## config.mk

```make
export PLATFORM = sky130hd
export DESIGN_NAME = power_rst_sequencer
export DESIGN_NICKNAME = d
export VERILOG_FILES = /design/src/rtl/pwr_seq_pkg.sv /design/src/rtl/seq_timer.sv /design/src/rtl/power_rst_sequencer.sv
export SDC_FILE = /design/constraint.sdc
export NUM_CORES = 1
export LEC_CHECK = 0
export CELL_PAD_IN_SITES_DETAIL_PLACEMENT = 1
export CELL_PAD_IN_SITES_GLOBAL_PLACEMENT = 2
export CORE_MARGIN = 2
export CORE_UTILIZATION = 33
export DETAILED_ROUTE_END_ITERATION = 16
export PLACE_DENSITY_LB_ADDON = 0.12
export SLEW_MARGIN = 20
export SYNTH_ARGS = -nofsm -noshare
export SYNTH_HDL_FRONTEND = slang
export SYNTH_SLANG_ARGS = --single-unit
```

## constraint.sdc

```tcl
create_clock -name clk -period 4.4 [get_ports clk]
set_input_delay 0.88 -clock clk [delete_from_list [all_inputs] [get_ports clk]]
set_output_delay 0.88 -clock clk [all_outputs]
set_load 0.01 [all_outputs]
```

## src/rtl/pwr_seq_pkg.sv

```systemverilog
// Shared types and default constants for the power/reset sequencer.
package pwr_seq_pkg;

  typedef enum logic [2:0] {
    OFF  = 3'd0,
    RAMP = 3'd1,
    HOLD = 3'd2,
    ON   = 3'd3,
    DOWN = 3'd4
  } pwr_state_e;

  localparam int NRAIL_DEF    = 4;
  localparam int RAIL_DLY_DEF = 16;
  localparam int RST_HOLD_DEF = 8;
  localparam int DOWN_DLY_DEF = 4;

  function automatic int max3(input int a, input int b, input int c);
    int m;
    m = (a > b) ? a : b;
    return (m > c) ? m : c;
  endfunction

endpackage

```

## src/rtl/seq_timer.sv

```systemverilog
// Loadable up-counter with terminal-count compare and synchronous clear.
module seq_timer #(
  parameter int CW = 4
) (
  input  logic          clk,
  input  logic          rst,
  input  logic          clr,
  input  logic          load,
  input  logic          en,
  input  logic [CW-1:0] load_val,
  input  logic [CW-1:0] tc_val,
  output logic [CW-1:0] cnt,
  output logic          tc
);

  always_ff @(posedge clk) begin
    if (rst || clr)  cnt <= '0;
    else if (load)   cnt <= load_val;
    else if (en)     cnt <= cnt + CW'(1);
  end

  assign tc = (cnt == tc_val);

endmodule

```

## src/rtl/power_rst_sequencer.sv

```systemverilog
// Rail-by-rail power-up, reset hold, reverse-order shutdown and emergency drop.
// Define PWR_SEQ_FAULT_LATCH_EN to make fault_flag sticky until fault_clr.
module power_rst_sequencer
  import pwr_seq_pkg::*;
#(
  parameter int NRAIL    = NRAIL_DEF,
  parameter int RAIL_DLY = RAIL_DLY_DEF,
  parameter int RST_HOLD = RST_HOLD_DEF,
  parameter int DOWN_DLY = DOWN_DLY_DEF
) (
  input  logic             clk,
  input  logic             rst,
  input  logic             pwr_req,
  input  logic             fault,
  input  logic             fault_clr,
  output logic [NRAIL-1:0] vcc_en,
  output logic             comp_rst,
  output logic             pwr_good,
  output logic             fault_flag,
  output logic [2:0]       state
);

  localparam int CW = $clog2(max3(RAIL_DLY, RST_HOLD, DOWN_DLY) + 1);
  localparam int IW = (NRAIL > 1) ? $clog2(NRAIL) : 1;

  pwr_state_e    st;
  logic [IW-1:0] idx;
  logic [CW-1:0] tc_val, cnt;
  logic          tc, tmr_clr, start_ok;

  // Any edge that changes state or rail index must also restart the timer.
  always_comb begin
    tc_val = CW'(RAIL_DLY - 1);
    case (st)
      HOLD:    tc_val = CW'(RST_HOLD - 1);
      DOWN:    tc_val = CW'(DOWN_DLY - 1);
      default: tc_val = CW'(RAIL_DLY - 1);
    endcase
    tmr_clr = (st == OFF) || (st == ON) || fault || tc || (!pwr_req && st != DOWN);
  end

  seq_timer #(.CW(CW)) u_tmr (
    .clk      (clk),
    .rst      (rst),
    .clr      (tmr_clr),
    .load     (1'b0),
    .en       (1'b1),
    .load_val ('0),
    .tc_val   (tc_val),
    .cnt      (cnt),
    .tc       (tc)
  );

`ifdef PWR_SEQ_FAULT_LATCH_EN
  assign start_ok = !fault_flag;
`else
  logic unused_fault_clr;
  assign unused_fault_clr = fault_clr;
  assign start_ok = 1'b1;
`endif

  always_ff @(posedge clk) begin
    if (rst) begin
      st         <= OFF;
      idx        <= '0;
      vcc_en     <= '0;
      comp_rst   <= 1'b1;
      pwr_good   <= 1'b0;
      fault_flag <= 1'b0;
    end else begin
`ifdef PWR_SEQ_FAULT_LATCH_EN
      if (fault)          fault_flag <= 1'b1;
      else if (fault_clr) fault_flag <= 1'b0;
`else
      fault_flag <= fault;
`endif
      if (fault && st != OFF) begin
        st       <= OFF;
        idx      <= '0;
        vcc_en   <= '0;
        comp_rst <= 1'b1;
        pwr_good <= 1'b0;
      end else begin
        case (st)
          OFF: begin
            vcc_en   <= '0;
            comp_rst <= 1'b1;
            pwr_good <= 1'b0;
            if (pwr_req && !fault && start_ok) begin
              st     <= RAMP;
              idx    <= '0;
              vcc_en <= NRAIL'(1);
            end
          end
          RAMP, HOLD, ON: begin
            if (!pwr_req) begin
              // idx already names the highest enabled rail
              st       <= DOWN;
              comp_rst <= 1'b1;
              pwr_good <= 1'b0;
            end else if (tc && st == RAMP) begin
              if (idx == IW'(NRAIL - 1)) begin
                st <= HOLD;
              end else begin
                idx    <= idx + IW'(1);
                vcc_en <= vcc_en | (NRAIL'(2) << idx);
              end
            end else if (tc && st == HOLD) begin
              st       <= ON;
              comp_rst <= 1'b0;
              pwr_good <= 1'b1;
            end
          end
          DOWN: begin
            if (tc) begin
              vcc_en <= vcc_en & ~(NRAIL'(1) << idx);
              if (idx == '0) st <= OFF;
              else           idx <= idx - IW'(1);
            end
          end
          default: begin
            st     <= OFF;
            vcc_en <= '0;
          end
        endcase
      end
    end
  end

  assign state = st;

endmodule
```

* After elaboration in Yosys (flattened, before gate mapping)
Index checks and enable logic that the tools add are counted.
Word-level totals: register bits after elaboration 17, output and inout port bits 10, word-level logic and storage cells 86
Cells by class: add/sub/neg operators 3, equal/unequal tests 18, shift operators 2, muxes and demuxes 30, bitwise operators 3, reductions and logical operators 23
Operator list (count):
- 2-to-1 mux 3 bit | 7
- 2-to-1 mux 4 bit | 4
- 2-to-1 mux 2 bit | 6
- inequality test 2 bit (second input constant) | 6
- case mux 4 bit (3 select lines) | 1
- inequality test 3 bit (second input constant) | 3
- case mux 3 bit (3 select lines) | 1
- inequality test 4 bit (second input constant) | 2
- case mux 4 bit (2 select lines) | 1
- 2-to-1 mux 1 bit | 7
- AND reduction 7 bit | 1
- equality test 3 x 2 -> 1 bit (second input constant) | 2
- case mux 2 bit (3 select lines) | 1
- nonzero test 3 bit | 2
- adder 5 x 1 -> 5 bit (second input constant) | 1
- equality test 5 x 4 -> 1 bit | 1
- logical AND 1 bit | 5
- logical OR 1 bit | 5
- AND reduction 5 bit | 1
- AND 4 bit | 1
- inverter 4 bit | 1
- bitwise OR 4 bit | 1
- case mux 1 bit (2 select lines) | 2
- AND reduction 4 bit | 1
- 15 further kinds | 16

* Longest topological paths before layout
Gate-level depths: netlist (run 1).
word-level depth 8, mapped depth 7

* Modules after synthesis
From an unflattened synthesis (run 1), not the netlist that was laid out.
Unflattened totals: cell total of the unflattened synthesis 134, area, all modules 1029.7 sq um
By module, submodules not included:
- power_rst_sequencer | instances 1, cells each 99, area an instance 734.5 sq um, seq. area each 240.2 sq um
- seq_timer | instances 1, cells each 35, area an instance 295.3 sq um, seq. area each 100.1 sq um

* Worst setup path after synthesis (run 1)
OpenSTA, ideal clock, no wires.
path type input to register, start input pwr_req, end register vcc_en[1], setup time 0.132 ns, arrival time 1.710 ns, data required time 4.268 ns, setup slack 2.559 ns, stages 5, cell sequence and2b_1 -> nand4b_1 -> a211oi_2 -> o22ai_1 -> mux2i_1
Between the ends: longest elaborated chain between the ends 2
Ends and longest elaborated chain:
- start: declaration | RTL line power_rst_sequencer.sv:13 | input logic pwr_req,
- inequality test 2 bit (no source line)
- AND reduction 4 bit (no source line)
- end signal: assignment | RTL line power_rst_sequencer.sv:106 | vcc_en <= vcc_en | (NRAIL'(2) << idx);
- end signal: assignment | RTL line power_rst_sequencer.sv:116 | vcc_en <= vcc_en & ~(NRAIL'(1) << idx);
- end: declaration | RTL line power_rst_sequencer.sv:16 | output logic [NRAIL-1:0] vcc_en,
No other way between the ends. A chain may end at the register's enable or synchronous reset.

* Final worst setup path (run 1)
start register st[2], in the netlist state[2], end register vcc_en[1]
Between the ends: longest elaborated chain between the ends 6
Ends and longest elaborated chain:
- start: declaration | RTL line power_rst_sequencer.sv:26 | pwr_state_e st;
- start signal: assignment | RTL line power_rst_sequencer.sv:64 | st <= OFF;
- start signal: assignment | RTL line power_rst_sequencer.sv:78 | st <= OFF;
- start signal: assignment | RTL line power_rst_sequencer.sv:90 | st <= RAMP;
- equality test 3 bit / equality test 3 x 2 -> 1 bit (equally long branches) | RTL line power_rst_sequencer.sv:34, power_rst_sequencer.sv:84
- case mux 4 bit (2 select lines) | RTL line power_rst_sequencer.sv:34 | case (st)
- equality test 5 x 4 -> 1 bit | RTL line seq_timer.sv:22 | assign tc = (cnt == tc_val);
- logical AND 1 bit | RTL line power_rst_sequencer.sv:101 | end else if (tc && st == RAMP) begin
- inequality test 2 bit (no source line)
- AND reduction 4 bit (no source line)
Parallel ways exist; a longest one is shown, timed or not.

==> impl_metrics.ini, run 1 <==
[place]
dp_hpwl_mm = 1.913
place.port_buffers = 13
placed_area_um2 = 1186
routability_driven_placement_congestion_ratio = 0.7850

[yosys]
synth_seq_area_share_pct = 32.81
post_synth_instance_area_um2 = 1037
synthesis.area_per_instance_um2 = 8.232
ys_top_cells_by_area = dfxtp_1 (33%), mux2i_1 (6.8%), nand2_1 (6.5%), a21oi_1 (3.4%), o21ai_0 (2.9%)
post-synth-top-area-cell = dfxtp_1
synth-edff-count = 0
postSynthNetCount = 132
synth_top_area_share_pct = 32.81
syn-instance-count = 126
ys_seq_elements = 17
synth_async_sr_flop_share_pct = 0
netlist-cell-type-count = 46
post_synth_most_frequent_cells = nand2_1 (18), dfxtp_1 (17), a21oi_1 (7), mux2i_1 (7)
yosys.cell_count.top_type = nand2_1
synth_top_flop_cell = dfxtp_1
yosysWarningCount = 0

[setup_path]
crit_slowest_cell = dfxtp_1
critPathLaunchType = flip-flop
cp_common_cell = mux2i_1
end_kind = flip-flop
crit_type = reg2reg
critical_path.max_fanout = 12
timing.critical_path.slowest_cell_delay_ns = 0.57
cp.required_ns = 4.62
worst_ep_arrival_time_ns = 2.65
path_cells = nor3b_2 -> mux2i_1 -> a21oi_1 -> o22ai_1 -> mux2i_1

[clock_network]
cts_setup_buffers = 0
clk_pin_slew_ns = 0.10
cts_tree = done
cts_root_buf = clkbuf_4
buffers_from_clock_root_to_sink_at_most = 2
cts.htree.levels = 1
insertion_delay_ns = 0.29
post_cts_resize_count = 0
clock-sinks = 17
holdBufCountCts = 0
cts_made_buffers = 3

[drt]
postRouteWirelength_mm = 2.564
antenna_left = 0
drt-vias-per-instance = 5.233
avgRoutedWirePerCell_um = 14.24
drt_drc_violations_left = 0
via_count = 942
drt_iter0_drc = 22
detail_route.first_pass.iterations = 4

[floorplan]
fp-row-count = 20
initial_utilization_pct = 34.26
chip_height_um = 60.07
die_width_um = 60.07
pin_count = 15
floorplan.die_area_um2 = 3608
coreArea_um2 = 3028

[sta]
shortest_period_the_worst_path_allows_ns = 2.425
final_period_utilization_pct = 55.10
worst_slew_pin_slew_ns = 0.6489
pins_over_slew_limit = 0
finalHoldViolCount = 0
setup_violations = 0
rsz_0062_raised_after_global_routing = no
maxClockFrequency_mhz = 412.4
fin_setup_tns_ns = 0
final.setup_skew_ns = 0.004951
relSlewSlack_pct = 56.74

[layout]
area_growth_from_synthesis_to_final_layout_pct = 17.25
number_of_filler_instances_in_the_final_layout = 355
finish.net_count = 143
antenna-diode-count = 0
drive_gt1_share_pct = 8.088
layout.cell_area.non_filler_um2 = 1216

[power]
largest_vdd_supply_drop_v = 0.0001727
pwr_density_cell_nw_per_um2 = 429.0
leakage_nw = 0.4060

[global_route]
grt_util_all_layers_pct = 15.67
initial_antenna_violation_count = 0
global_route_total_overflow = 0
maximum_number_of_pins_on_one_net_before_global_route_repair = 16
grt_first_pass_wirelength_mm = 4.236
via_count_of_the_first_global_routing_pass = 872

[flow_run]
drv.max_cap_violation_count = 0

[min_path]
min_path_type = reg2reg

[status]
outcome = complete, no violations
## per-stage QoR
step	power (W)	std cells	util, %	setup slack [ns]	hold WS, ns
final	0.0005217	180	40.17	1.975	0.4575
after global routing	0.0005642	180	40.17	1.678	0.4822
after CTS	0.0005272	180	40.04	1.935	0.4609
after detailed placement	0.0004395	176	39.17	1.730	0.4382
after global placement	0.0004365	176	39.17	1.769	0.4339
after floorplan	0.0003753	126	-	2.559	0.4176
## critical path, delay by kind of cell, from the launching register on
kind / cells / cell delay, ns
AND/OR/NAND/NOR: 1 / 0.50
multiplexers: 2 / 0.75
flip-flops: 1 / 0.57
AO/OA/AOI/OAI: 2 / 0.53
## worst paths after layout
path                 from           end  slack (ns)  depth (start not counted)
max reg2reg      state[2]     vcc_en[1]        1.98                          5
max              state[2]     vcc_en[1]        1.98                          5
min          u_tmr.cnt[0]  u_tmr.cnt[0]        0.46                          1
min reg2reg  u_tmr.cnt[0]  u_tmr.cnt[0]        0.46                          1
## kinds of logic (layout without fill, tap and decap cells)
logic type	count (synthesis)	in the layout	synth area share, %
simple gates	49	49	25.94
fa+ha+maj	1	1	1.206
xor+xnor	4	4	3.378
compound gates	37	37	24.97
mux	7	7	6.755
flops	17	17	32.81
buf+inv	11	21	4.944
## metal layers
metal / up-vias / GRT usage (%) / wire (um)
met5: - / 0 / 0
met4: 0 / 2.857 / 10
met3: 2 / 3.896 / 72
met2: 14 / 25.00 / 1226
met1: 447 / 21.49 / 1254
li1: 479 / - / -
## placed cells by master (no fill, tap or decap), types with 2 or more instances in the layout
cell and instances:
nand2_1 18, dfxtp_1 17, clkdlybuf4s50_1 13, mux2i_1 7, nor2_1 6, o21ai_0 6
a21oi_1 6, inv_1 4, nand2b_1 3, or3_1 3, o22ai_1 3, nand3_1 3
clkbuf_4 3, or2_1 2, a21o_1 2, a211o_1 2, xnor2_1 2, a211oi_1 2
and2b_1 2, nand4b_1 2, a211oi_2 2, o2bb2ai_1 2, nand4_1 2, xor2_1 2
## final cells by class
class | instances | area (um2) | share of cell area (%)
clock buffer | 4 | 26.28 | 2.160
inverter | 4 | 15.01 | 1.235
multi-input combinational | 98 | 649.4 | 53.39
sequential | 17 | 340.3 | 27.98
tap | 44 | 55.05 | 4.527
timing repair buffer | 13 | 130.1 | 10.70
## state kept, by name, indices dropped and copies added, names as in the netlist
| name | flops |
|---|---|
| fault_flag | 1 |
| state | 3 |
| comp_rst | 1 |
| idx | 2 |
| pwr_good | 1 |
| u_tmr.cnt | 5 |
| vcc_en | 4 |
## power by group
group	leakage, nW	switching (W)	internal [W]	total (W)
clock	0.0150	0.0000513	0.0000353	0.0000865
sequential	0.138	0.0000347	0.000170	0.000205
combinational	0.253	0.000126	0.000104	0.000230
total	0.406	0.000212	0.000309	0.000522
Note: power is estimated with default switching activity, not from simulation.
==> run 2: changes to the inputs <==
- CORE_UTILIZATION: 33 -> 31
- clock period: 4.4 -> 2.3 ns (I/O delays scaled with it)
==> run 2 against run 1 <==
  * Clock-buffer cell count did not move
  * Clock power rose by 94%
  * Worst setup slack got worse by 1.7 ns
  * Sequential share of layout area fell by 1.2 points
  * Worst hold slack barely moved
  * Clock skew rose by 0.0019 ns
  * Non-clock buffer count rose by 7
  * Final cell count rose by 5.0%
  * Final area rose by 4.5%
  * Core utilization fell by 1.5 points
  * Die area rose by 6.0%
  * Critical path type unchanged
  * Largest cell class unchanged
  * Largest power group unchanged
==> impl_metrics.ini, run 2 (synthesis results as in run 1) <==
[status]
outcome = complete, no violations

[place]
dp_hpwl_mm = 2.063
placed_area_um2 = 1241
place.port_buffers = 13
routability_driven_placement_congestion_ratio = 0.7463

[clock_network]
cts_setup_buffers = 0
cts_made_buffers = 3
clock-sinks = 17
post_cts_resize_count = 0
holdBufCountCts = 0
cts_tree = done
cts.htree.levels = 1
buffers_from_clock_root_to_sink_at_most = 2
insertion_delay_ns = 0.29
cts_root_buf = clkbuf_4
clk_pin_slew_ns = 0.11

[layout]
finish.net_count = 150
register_with_the_most_flip_flops = u_tmr.cnt
layout.area.seq_um2 = 340.3
area_growth_from_synthesis_to_final_layout_pct = 22.56
layout.cell_area.non_filler_um2 = 1271
multi_input_comb_area_um2 = 649.4
largest_reg_flops = 5
antenna-diode-count = 0
number_of_filler_instances_in_the_final_layout = 392
most_common_cell_after_layout_fill_and_taps_aside = nand2_1
drive_gt1_share_pct = 12.59
most-common-layout-cells = nand2_1 (18), dfxtp_1 (17), clkdlybuf4s50_1 (13)

[min_path]
min_path_type = reg2reg
worstHoldPathCells = 1
min_delay_worst_endpoint = u_tmr.cnt[0]
timing.hold.worst.start = u_tmr.cnt[0]

[power]
p_seq_share_pct = 34.7
p_int_w = 0.0006246
pwr_density_cell_nw_per_um2 = 816.8
switching_component_of_the_power_w = 0.0004138
power.switching_fraction_pct = 39.85
share_comb_of_total_power_pct = 49.1
clockPowerShare_pct = 16.2
leakage_nw = 0.4423
largest_vdd_supply_drop_v = 0.0002877

[sta]
shortest_period_the_worst_path_allows_ns = 1.980
pins_over_slew_limit = 0
final.setup_skew_ns = 0.006828
setup_violations = 0
fin_setup_tns_ns = 0
worst_slew_pin_slew_ns = 0.4706
rsz_0062_raised_after_global_routing = no
relSlewSlack_pct = 68.30
finalHoldViolCount = 0
maxClockFrequency_mhz = 505.0
final_period_utilization_pct = 86.10

[drt]
detail_route.first_pass.iterations = 4
drt-vias-per-instance = 5.132
drt_drc_violations_left = 0
postRouteWirelength_mm = 2.759
via_count = 970
drt_iter0_drc = 39
antenna_left = 0
avgRoutedWirePerCell_um = 14.60

[setup_path]
worst_ep_arrival_time_ns = 2.21
critical_path.n_buffers_inverters = 1
path_cells = buf_4 -> xnor2_1 -> or3_4 -> a211o_1 -> a211oi_2 -> mux2i_1
worstReg2RegStart = state[2]
timing.critical_path.slowest_cell_delay_ns = 0.36
path_delay_family = compound AO/OA/AOI/OAI gates
crit_slowest_cell = or3_4
worst-r2r-setup-slack_ns = 0.32
r2r.worst_path.cells = 6
cp.required_ns = 2.53
crit_type = reg2reg
regToRegEndpoint = state[0]
end_kind = flip-flop
critical_path.max_fanout = 11
critPathLaunchType = flip-flop

[global_route]
global_route_total_overflow = 0
initial_antenna_violation_count = 0
grt_util_all_layers_pct = 15.89
maximum_number_of_pins_on_one_net_before_global_route_repair = 14
via_count_of_the_first_global_routing_pass = 918
grt_first_pass_wirelength_mm = 4.457

[floorplan]
floorplan.die_area_um2 = 3825
pin_count = 15
initial_utilization_pct = 31.58
die_width_um = 61.85
fp-row-count = 21
chip_height_um = 61.85
coreArea_um2 = 3284

[flow_run]
drv.max_cap_violation_count = 0
[run 2: layout make-up]
class	instances	area share [%]
multi-input combinational	98	51.08
sequential	17	26.77
timing repair buffer	20	14.37
tap	46	4.528
clock buffer	4	2.067
inverter	4	1.181
[run 2: worst reg2reg max path: cells and delay by family (launching register included)]
kind / cells / cell delay, ns
compound gates: 2 / 0.68
xor+xnor: 1 / 0.14
buf+inv: 1 / 0.17
flops: 1 / 0.34
mux: 1 / 0.22
simple gates: 1 / 0.36
[run 2: layer usage]
layer	global-route usage, %	vias to the layer above	wire [um]
li1	-	494	-
met1	22.22	465	1384
met2	25.11	9	1291
met3	2.692	2	60
met4	4.559	0	23
met5	0	-	0
[run 2: worst max path at each step]
stage	start	endpoint	slack (ns)	cells after the start
after CTS	state[1]	vcc_en[3]	0.20	5
after global placement	pwr_req	vcc_en[2]	0.15	6
final	state[2]	state[0]	0.32	6
after detailed placement	pwr_req	vcc_en[3]	0.1	6
after floorplan	state[2]	vcc_en[1]	0.48	5
after global routing	state[1]	vcc_en[3]	0.13	5
[run 2: through the flow]
stage	hold WS [ns]	setup slack (ns)	instances	util [%]	power (W)
3_5_place_dp	0.4437	0.09739	185	37.79	0.0008808
3_3_place_gp	0.4280	0.1480	185	37.79	0.0008766
2_1_floorplan	0.4176	0.4791	126	-	0.0007179
4_1_cts	0.4610	0.2027	189	38.59	0.001053
6_report	0.4578	0.3197	189	38.70	0.001038
5_1_grt	0.4996	0.1321	189	38.70	0.001122
[run 2: power by group through the flow]
stage	registers, W	logic (W)	clock network (W)
global placement	0.000365	0.000511	0
finish	0.000360	0.000510	0.000168
global route	0.000365	0.000568	0.000189
floorplan	0.000367	0.000351	0
detailed placement	0.000367	0.000514	0
CTS	0.000360	0.000514	0.000178
